$ cat config.mk
export PLATFORM = sky130hd
export DESIGN_NAME = fetch_stage
export DESIGN_NICKNAME = d
export VERILOG_FILES = /design/src/rtl/fetch_stage_pkg.sv /design/src/rtl/fetch_stage_skid.sv /design/src/rtl/fetch_stage.sv
export SDC_FILE = /design/constraint.sdc
export NUM_CORES = 1
export LEC_CHECK = 0
export ABC_AREA = 1
export CAP_MARGIN = 20
export CORE_UTILIZATION = 45
export CTS_BUF_LIST = sky130_fd_sc_hd__clkbuf_16
export DETAILED_ROUTE_END_ITERATION = 8
export PLACE_DENSITY = 0.69
export SLEW_MARGIN = 20
export SYNTH_ARGS = -nofsm -noshare
export SYNTH_HDL_FRONTEND = slang
export SYNTH_SLANG_ARGS = --single-unit
$ cat constraint.sdc
create_clock -name clk -period 4.3 [get_ports clk]
set_input_delay 0.645 -clock clk [delete_from_list [all_inputs] [get_ports clk]]
set_output_delay 0.645 -clock clk [all_outputs]
set_load 0.005 [all_outputs]
$ cat src/rtl/fetch_stage_pkg.sv
// rtl/fetch_stage_pkg.sv - shared fetch-state encoding and default constants
package fetch_stage_pkg;

  typedef enum logic [1:0] {
    S_REQ  = 2'd0,
    S_WAIT = 2'd1,
    S_KILL = 2'd2
  } fetch_state_t;

  localparam logic [31:0] NOP_INSTR        = 32'h0000_0013;
  localparam logic [31:0] DEFAULT_RESET_PC = 32'h0000_0000;

endpackage

$ cat src/rtl/fetch_stage_skid.sv
// rtl/fetch_stage_skid.sv - one-entry {instr, pc} holding register for a blocked response
module fetch_skid #(
  parameter int XLEN = 32
) (
  input  logic            clk,
  input  logic            reset,
  input  logic            i_load,
  input  logic [31:0]     i_instr,
  input  logic [XLEN-1:0] i_pc,
  input  logic            i_drain,
  input  logic            i_clear,
  output logic            o_valid,
  output logic [31:0]     o_instr,
  output logic [XLEN-1:0] o_pc
);

  logic            r_valid;
  logic [31:0]     r_instr;
  logic [XLEN-1:0] r_pc;

  // Clear beats load beats drain; load and drain never coincide because
  // the entry only fills while it is empty.
  always_ff @(posedge clk or negedge reset) begin
    if (!reset) begin
      r_valid <= 1'b0;
      r_instr <= '0;
      r_pc    <= '0;
    end else if (i_clear) begin
      r_valid <= 1'b0;
    end else if (i_load) begin
      r_valid <= 1'b1;
      r_instr <= i_instr;
      r_pc    <= i_pc;
    end else if (i_drain) begin
      r_valid <= 1'b0;
    end
  end

  assign o_valid = r_valid;
  assign o_instr = r_instr;
  assign o_pc    = r_pc;

endmodule

$ cat src/rtl/fetch_stage.sv
// rtl/fetch_stage.sv - IF stage: PC, imem handshake, skid entry and IF/ID register
module fetch_stage
  import fetch_stage_pkg::*;
#(
  parameter int              XLEN     = 32,
  parameter logic [XLEN-1:0] RESET_PC = XLEN'(DEFAULT_RESET_PC),
  parameter logic [31:0]     NOP      = NOP_INSTR
) (
  input  logic            clk,
  input  logic            reset,
  output logic            imem_req_valid,
  input  logic            imem_req_ready,
  output logic [XLEN-1:0] imem_req_addr,
  input  logic            imem_rsp_valid,
  input  logic [31:0]     imem_rsp_data,
  input  logic            stallD,
  input  logic            flushD,
  input  logic            PCSrcE,
  input  logic [XLEN-1:0] PCTargetE,
  output logic            ValidD,
  output logic [31:0]     InstrD,
  output logic [XLEN-1:0] PCD,
  output logic [XLEN-1:0] PCPlus4D,
  output logic [6:0]      opD,
  output logic [2:0]      funct3D,
  output logic            funct7b5D,
  output logic [4:0]      Rs1D,
  output logic [4:0]      Rs2D,
  output logic [4:0]      RdD
);

  localparam logic [XLEN-1:0] PC_STEP = XLEN'(4);

  fetch_state_t    r_state;
  logic [XLEN-1:0] r_pcf;
  logic [XLEN-1:0] r_req_pc;
  logic            r_valid_d;
  logic [31:0]     r_instr_d;
  logic [XLEN-1:0] r_pc_d;
  logic [XLEN-1:0] r_pc4_d;

  logic            w_ifid_can_load;
  logic            w_rsp_live;
  logic            w_rsp_to_ifid;
  logic            w_rsp_to_skid;
  logic            w_skid_drain;
  logic            w_skid_valid;
  logic [31:0]     w_skid_instr;
  logic [XLEN-1:0] w_skid_pc;
  logic            w_req_fire;

  // A response is kept only if it belongs to a live request and neither a
  // redirect nor a flush is discarding it this cycle.
  assign w_ifid_can_load = !stallD || !r_valid_d;
  assign w_rsp_live      = (r_state == S_WAIT) && imem_rsp_valid && !PCSrcE && !flushD;
  assign w_rsp_to_ifid   = w_rsp_live && w_ifid_can_load && !w_skid_valid;
  assign w_rsp_to_skid   = w_rsp_live && !w_rsp_to_ifid;
  assign w_skid_drain    = w_skid_valid && w_ifid_can_load && !flushD;

  // Back-to-back issue only when the current response goes straight into IF/ID.
  assign imem_req_valid  = !PCSrcE && !w_skid_valid && ((r_state == S_REQ) || w_rsp_to_ifid);
  assign imem_req_addr   = r_pcf;
  assign w_req_fire      = imem_req_valid && imem_req_ready;

  fetch_skid #(.XLEN(XLEN)) u_skid (
    .clk     (clk),
    .reset   (reset),
    .i_load  (w_rsp_to_skid),
    .i_instr (imem_rsp_data),
    .i_pc    (r_req_pc),
    .i_drain (w_skid_drain),
    .i_clear (flushD),
    .o_valid (w_skid_valid),
    .o_instr (w_skid_instr),
    .o_pc    (w_skid_pc)
  );

  // Fetch FSM and PC: a redirect wins; a request still in flight must be killed.
  always_ff @(posedge clk or negedge reset) begin
    if (!reset) begin
      r_state  <= S_REQ;
      r_pcf    <= RESET_PC;
      r_req_pc <= '0;
    end else if (PCSrcE) begin
      r_pcf   <= PCTargetE;
      r_state <= ((r_state == S_WAIT || r_state == S_KILL) && !imem_rsp_valid) ? S_KILL : S_REQ;
    end else begin
      if (w_req_fire) begin
        r_pcf    <= r_pcf + PC_STEP;
        r_req_pc <= r_pcf;
      end
      unique case (r_state)
        S_REQ:   if (w_req_fire) r_state <= S_WAIT;
        S_WAIT:  if (imem_rsp_valid) r_state <= w_req_fire ? S_WAIT : S_REQ;
        S_KILL:  if (imem_rsp_valid) r_state <= S_REQ;
        default: r_state <= S_REQ;
      endcase
    end
  end

  // IF/ID register: flush, then skid drain, then direct response, else bubble unless stalled.
  always_ff @(posedge clk or negedge reset) begin
    if (!reset) begin
      r_valid_d <= 1'b0;
      r_instr_d <= NOP;
      r_pc_d    <= '0;
      r_pc4_d   <= '0;
    end else if (flushD) begin
      r_valid_d <= 1'b0;
      r_instr_d <= NOP;
    end else if (w_skid_drain) begin
      r_valid_d <= 1'b1;
      r_instr_d <= w_skid_instr;
      r_pc_d    <= w_skid_pc;
      r_pc4_d   <= w_skid_pc + PC_STEP;
    end else if (w_rsp_to_ifid) begin
      r_valid_d <= 1'b1;
      r_instr_d <= imem_rsp_data;
      r_pc_d    <= r_req_pc;
      r_pc4_d   <= r_req_pc + PC_STEP;
    end else if (w_ifid_can_load) begin
      r_valid_d <= 1'b0;
      r_instr_d <= NOP;
    end
  end

  assign ValidD    = r_valid_d;
  assign InstrD    = r_instr_d;
  assign PCD       = r_pc_d;
  assign PCPlus4D  = r_pc4_d;
  assign opD       = r_instr_d[6:0];
  assign funct3D   = r_instr_d[14:12];
  assign funct7b5D = r_instr_d[30];
  assign Rs1D      = r_instr_d[19:15];
  assign Rs2D      = r_instr_d[24:20];
  assign RdD       = r_instr_d[11:7];

`ifndef SYNTHESIS
  // Memory must never answer when no request is outstanding.
  a_no_rsp_in_req: assert property (@(posedge clk) disable iff (!reset)
    !(r_state == S_REQ && imem_rsp_valid));
`endif

endmodule

Word-level counts from Yosys, hierarchy flattened
Index checks and enable logic that the tools add are counted.
{"block": "op_classes", "add_sub_neg": 3, "eq_ne": 5, "mux": 24, "bitwise_logic": 2, "reduce_logical": 31}
{"op": "$mux W32", "count": 10}
{"op": "$add A32 B3 Y32 const B", "count": 3}
{"op": "$logic_and A1 B1 Y1", "count": 12}
{"op": "$mux W2", "count": 5}
{"op": "$ne A3 B3 Y1 const B", "count": 3}
{"op": "$mux W1", "count": 8}
{"op": "$logic_not A1 Y1", "count": 7}
{"op": "$pmux W2 S3", "count": 1}
{"op": "$reduce_and A2 Y1", "count": 3}
{"op": "$reduce_bool A2 Y1", "count": 2}
{"op": "$reduce_bool A4 Y1", "count": 1}
{"op": "$logic_or A1 B1 Y1", "count": 3}
{"op": "$reduce_and A3 Y1", "count": 1}
{"op": "$reduce_bool A3 Y1", "count": 1}
{"op": "$eq A2 B1 Y1 const B", "count": 1}
{"op": "$eq A2 B2 Y1 const B", "count": 1}
{"op": "$logic_not A2 Y1", "count": 1}
{"op": "$not A1 Y1", "count": 2}
{"block": "totals", "reg_bits": 228, "output_inout_bits": 156, "wordCells": 75}

Logic depth before layout (Yosys ltp)
{"block": "depth", "ltp_word": 13, "mapped_depth": 14}

Hierarchy
Synthesis repeated with hierarchy kept, for this count alone.
{"block": "hier_totals", "hier_cells": 1389, "area_unflattened_um2": 11212.0}
{"module": "fetch_stage", "n_inst": 1, "cells_per_inst": 1106, "area_each_um2": 8624.5, "seq_area_each_um2": 4032.6}
{"module": "fetch_skid", "n_inst": 1, "cells_per_inst": 283, "area_each_um2": 2587.5, "seq_area_each_um2": 1626.6}

Worst setup path after synthesis
No wires, ideal clock.
{"block": "synth_timing", "kind": "input-to-reg", "start": "input stallD", "end": "register r_pc4_d[22] (netlist: PCPlus4D[22])", "setup_ps": 124, "arrival_ps": 2077, "t_required_ps": 4176, "path_slack_ps": 2099, "stages": 14, "path_cell_list": "nand2_2 -> nand3_4 -> buf_8 -> nand2_1 -> o21ai_2 -> inv_1 -> ha_1 -> nand2_1 -> nor2_2 -> nand3_2 -> nor2_1 -> nand2_1 -> nand2_1 -> nand3_1"}
{"block": "synth_via", "elab_chain_len": 6, "elab_cells_between_ends": 9, "classes_between": "mux: 1; reduce/logical: 8"}
{"item": "from (decl)", "line": "fetch_stage.sv:16", "source": "input logic stallD,"}
{"item": "$logic_not A1 Y1 *", "line": "fetch_stage.sv:54", "source": "assign w_ifid_can_load = !stallD || !r_valid_d;"}
{"item": "$logic_or A1 B1 Y1 *", "line": "fetch_stage.sv:54"}
{"item": "$logic_and A1 B1 Y1 (on tied branches) (2 in a row)", "line": "fetch_stage.sv:56, fetch_stage.sv:58"}
{"item": "$reduce_bool A2 Y1 (no source line)"}
{"item": "$reduce_and A2 Y1 (no source line)"}
{"item": "to (signal assigned)", "line": "fetch_stage.sv:115", "source": "r_pc4_d <= w_skid_pc + PC_STEP;"}
{"item": "to (signal assigned)", "line": "fetch_stage.sv:120", "source": "r_pc4_d <= r_req_pc + PC_STEP;"}
{"item": "to (decl)", "line": "fetch_stage.sv:40", "source": "logic [XLEN-1:0] r_pc4_d;"}
Every way passes the cells marked *; elsewhere a longest branch is shown, timed or not.
A chain may end at the register's enable or synchronous reset.

Final worst setup path
{"block": "layout_timing", "start": "input flushD", "end": "output imem_req_valid"}
{"block": "layout_via", "elab_chain_len": 6}
{"item": "from (decl)", "line": "fetch_stage.sv:17", "source": "input logic flushD,"}
{"item": "$logic_not A1 Y1", "line": "fetch_stage.sv:55", "source": "assign w_rsp_live = (r_state == S_WAIT) && imem_rsp_valid && !PCSrcE && !flushD;"}
{"item": "$logic_and A1 B1 Y1", "line": "fetch_stage.sv:55"}
{"item": "$logic_and A1 B1 Y1 (2 in a row)", "line": "fetch_stage.sv:56", "source": "assign w_rsp_to_ifid = w_rsp_live && w_ifid_can_load && !w_skid_valid;"}
{"item": "$logic_or A1 B1 Y1", "line": "fetch_stage.sv:61", "source": "assign imem_req_valid = !PCSrcE && !w_skid_valid && ((r_state == S_REQ) || w_rsp_to_ifid);"}
{"item": "$logic_and A1 B1 Y1", "line": "fetch_stage.sv:61"}
{"item": "to (decl)", "line": "fetch_stage.sv:11", "source": "output logic imem_req_valid,"}
No other way between the ends.

==> impl_metrics.tcl <==
set metrics [dict create \
    clock_skew_ns 0.0108 \
    synthesis.area_um2 11100 \
    fin_ws_ns 1.10 \
    hold_buffers 0 \
    critPathCaptureType "output pin" \
    path_buf_inv 3 \
    final_cell_count_no_fill 1851 \
    crit_fanout 24 \
    arrival_ns 2.56 \
    yosysWarnings 0 \
    dieHeight_um 159 \
    crit_start "flushD" \
    fp.dieW_um 159 \
    wl_per_cell_um 15.4 \
    grt_overflow_total 0 \
    hpwl_um 20400 \
    routed_via_density 5.13 \
    diodes 0 \
    start_kind "primary input" \
    synth_area_leaders "dfrtp_1 (50%), nand2_1 (14%), o21ai_0 (3.8%)" \
    gp_congestion 0.881 \
    leakagePower_nw 6.56 \
    final_cell_area_um2 14200 \
    cpPeakStageDelay_ns 0.52 \
    clock_latency_ns 0.52 \
    start_util_pct 45.7 \
    maxCapViolations 0 \
    met1_usage_pct 33.4 \
    vdd_drop_max_mv 0.260 \
    place_inst 1805 \
    grt_pass1_wl_um 46800 \
    timing.hold.ws_ns 0.151 \
    final_util_pct 58.5 \
    rows 57 \
    cp_top_family "buffers and inverters" \
    fmax_mhz 312 \
    cts_resized 0 \
    min_period_ns 3.20 \
    drt_iter0_markers 586 \
    final_common_cell "nand2_1" \
    num_vias 9495 \
    r2r_start "u_skid.o_valid$_DFFE_PN0P_" \
    syn_to_final_growth_pct 28.0 \
    rrSetupSlack_ns 1.53 \
    violations "DRC" \
    cts_htree_levels 1 \
    seq_area_frac_synth_pct 51.1 \
    grt_pass1_vias 9103 \
    use_met3_pct 3.49 \
    yosys.area.top_type_share_pct 50.3 \
    drive_above_1_share_pct 9.04 \
    fp.coreArea_um2 24200 \
    hold_viol 0 \
    yosysTopAreaCell "dfrtp_1" \
    place_area_um2 13400 \
    nets 1584 \
    critPathRequiredTime_ns 3.65 \
    syn_nets 1404 \
    drtPass1Iterations 9 \
    cts_root_buffer "clkbuf_16" \
    grtUsageMet2_pct 34.6 \
    fin_setup_tns_ns 0 \
    layout_common_cells "nand2_1 (402), clkdlybuf4s50_1 (225), dfrtp_1 (223), inv_1 (110), nor2_1 (107)" \
    cts.clk_slew.worst_paths_ns 0.06 \
    drc 2 \
    worst_slew_pin_slew_ns 0.894 \
    fin_crit_sh_pct 74.5 \
    cts_tree "yes" \
    grt_start_max_net_pins 98 \
    synth_cell_types 42 \
    cts_made_buffers 25 \
    worstPathCellList "clkdlybuf4s50_1, inv_2, nand3_1, nand2_1, and3_1, clkdlybuf4s50_1" \
    hold_class "primary input to asynchronous set/reset pin" \
    critPathKind "primary input to output pin" \
    rsz0062_at_grt "false" \
    setup_viol 0 \
    die_area_um2 25300 \
    routed_wl_um 28500 \
    total_power_mw 7.47 \
    portBuffers 226 \
    synth.avg_cell_area_um2 8.35 \
    ant_nets 0 \
    crit_path_frequent_cell "clkdlybuf4s50_1" \
    cts_buffer_depth 3 \
    post_cts_buffers 0 \
    maxSlewViolCount 0 \
    cts.sinks 226 \
    boundaryPins 227 \
    slowest_stage "clkdlybuf4s50_1" \
    slew_headroom_pct 40.4 \
    grt_most_used_layer "met2" \
    syn-instance-count 1328 \
    fill_cells 2168 \
    grt_util_all_layers_pct 22.4 \
    synth-seq-cells 226 \
    antenna_found_initial 0 \
    cellPowerDensity_nw_per_um2 527 \
    post-place-ws_ns 0.885 \
    run_status "finished, violations left" \
]
[area by class of cell]
| cell class | count | area (µm²) | area share (%) |
|---|---|---|---|
| clock buffers | 25 | 626 | 4.41 |
| clock inverters | 21 | 160 | 1.13 |
| inverters | 110 | 413 | 2.91 |
| multi-input cells | 900 | 4510 | 31.8 |
| flip-flops and latches | 226 | 5660 | 39.9 |
| well taps | 324 | 405 | 2.86 |
| repair buffers | 245 | 2410 | 17.0 |
[cells by family (layout without fill, tap and decap cells)]
| logic type | Yosys count | after routing | share of synthesized area (%) |
|---|---|---|---|
| flip-flops | 226 | 226 | 51.1 |
| XOR/XNOR | 9 | 9 | 0.711 |
| multiplexers | 31 | 31 | 3.15 |
| buffers and inverters | 202 | 401 | 8.44 |
| adder cells (fa/ha/maj) | 5 | 5 | 0.564 |
| AO/OA/AOI/OAI | 181 | 181 | 9.80 |
| AND/OR/NAND/NOR | 674 | 674 | 26.3 |
[flip-flops by register name, indices dropped and copies added, names as in the netlist]
name            count
InstrD             32
PCD                32
PCPlus4D           30
ValidD              1
imem_req_addr      32
r_req_pc           32
r_state             2
u_skid.o_instr     32
u_skid.o_pc        32
u_skid.o_valid      1
[cells in the mapped netlist]
master	number
nor3_4	1
and3_1	1
nand3_2	2
nand2_1	403
xnor2_1	2
clkbuf_1	25
o21ai_2	2
o221ai_1	8
nand3b_1	4
nand4_1	36
a22oi_1	19
nand4_2	1
or2_2	1
mux2_2	31
a31oi_1	4
o21ai_1	8
nand3_4	2
o22ai_1	3
a21oi_1	19
buf_6	3
buf_1	6
nor2_2	14
ha_1	5
nand3_1	73
o211ai_1	27
nor3_1	9
inv_2	4
inv_1	106
o21ai_0	84
o21a_1	6
and2_1	1
xor2_1	7
nor2_4	5
buf_2	28
buf_4	29
nand2_2	10
dfstp_2	3
buf_8	1
nor2_1	110
o2111ai_1	1
nand2_4	1
dfrtp_1	223
[final timing paths]
check	end	depth (start not counted)
max	imem_req_valid	6
min	PCD[28]$_DFFE_PN0P_	1
max reg2reg	PCPlus4D[22]$_DFFE_PN0P_	12
min reg2reg	u_skid.o_instr[28]$_DFFE_PN0P_	2
max in group asynchronous	InstrD[23]$_DFFE_PN0P_	2
min in group clk	u_skid.o_instr[28]$_DFFE_PN0P_	2
[worst register-to-register path, stage by stage (launching register included)]
cell	delay [ns]
dfrtp_1	0.93
nand3_4	0.27
nand2_1	0.14
o21ai_2	0.11
inv_1	0.11
ha_1	0.16
nand2_1	0.10
nor2_2	0.20
nand3_2	0.21
nor2_1	0.24
nand2_1	0.07
nand2_1	0.06
nand3_1	0.06
[layer usage]
layer  vias to the layer above  wire [µm]  part of all wire, %
met4                         0        412                  1.4
met1                      4474      13500                   47
met5                         -          0                    0
met3                        29       1830                  6.4
li1                       4672          -                    -
met2                       320      12800                   45
[report_power, final]
group,leakage [nW],total [mW],switching [mW],internal (mW)
clock network,0.399,2.05,0.873,1.18
logic,3.29,2.11,1.00,1.11
registers,2.87,3.31,0.481,2.82
No activity file was read; power rests on OpenSTA's default activity.
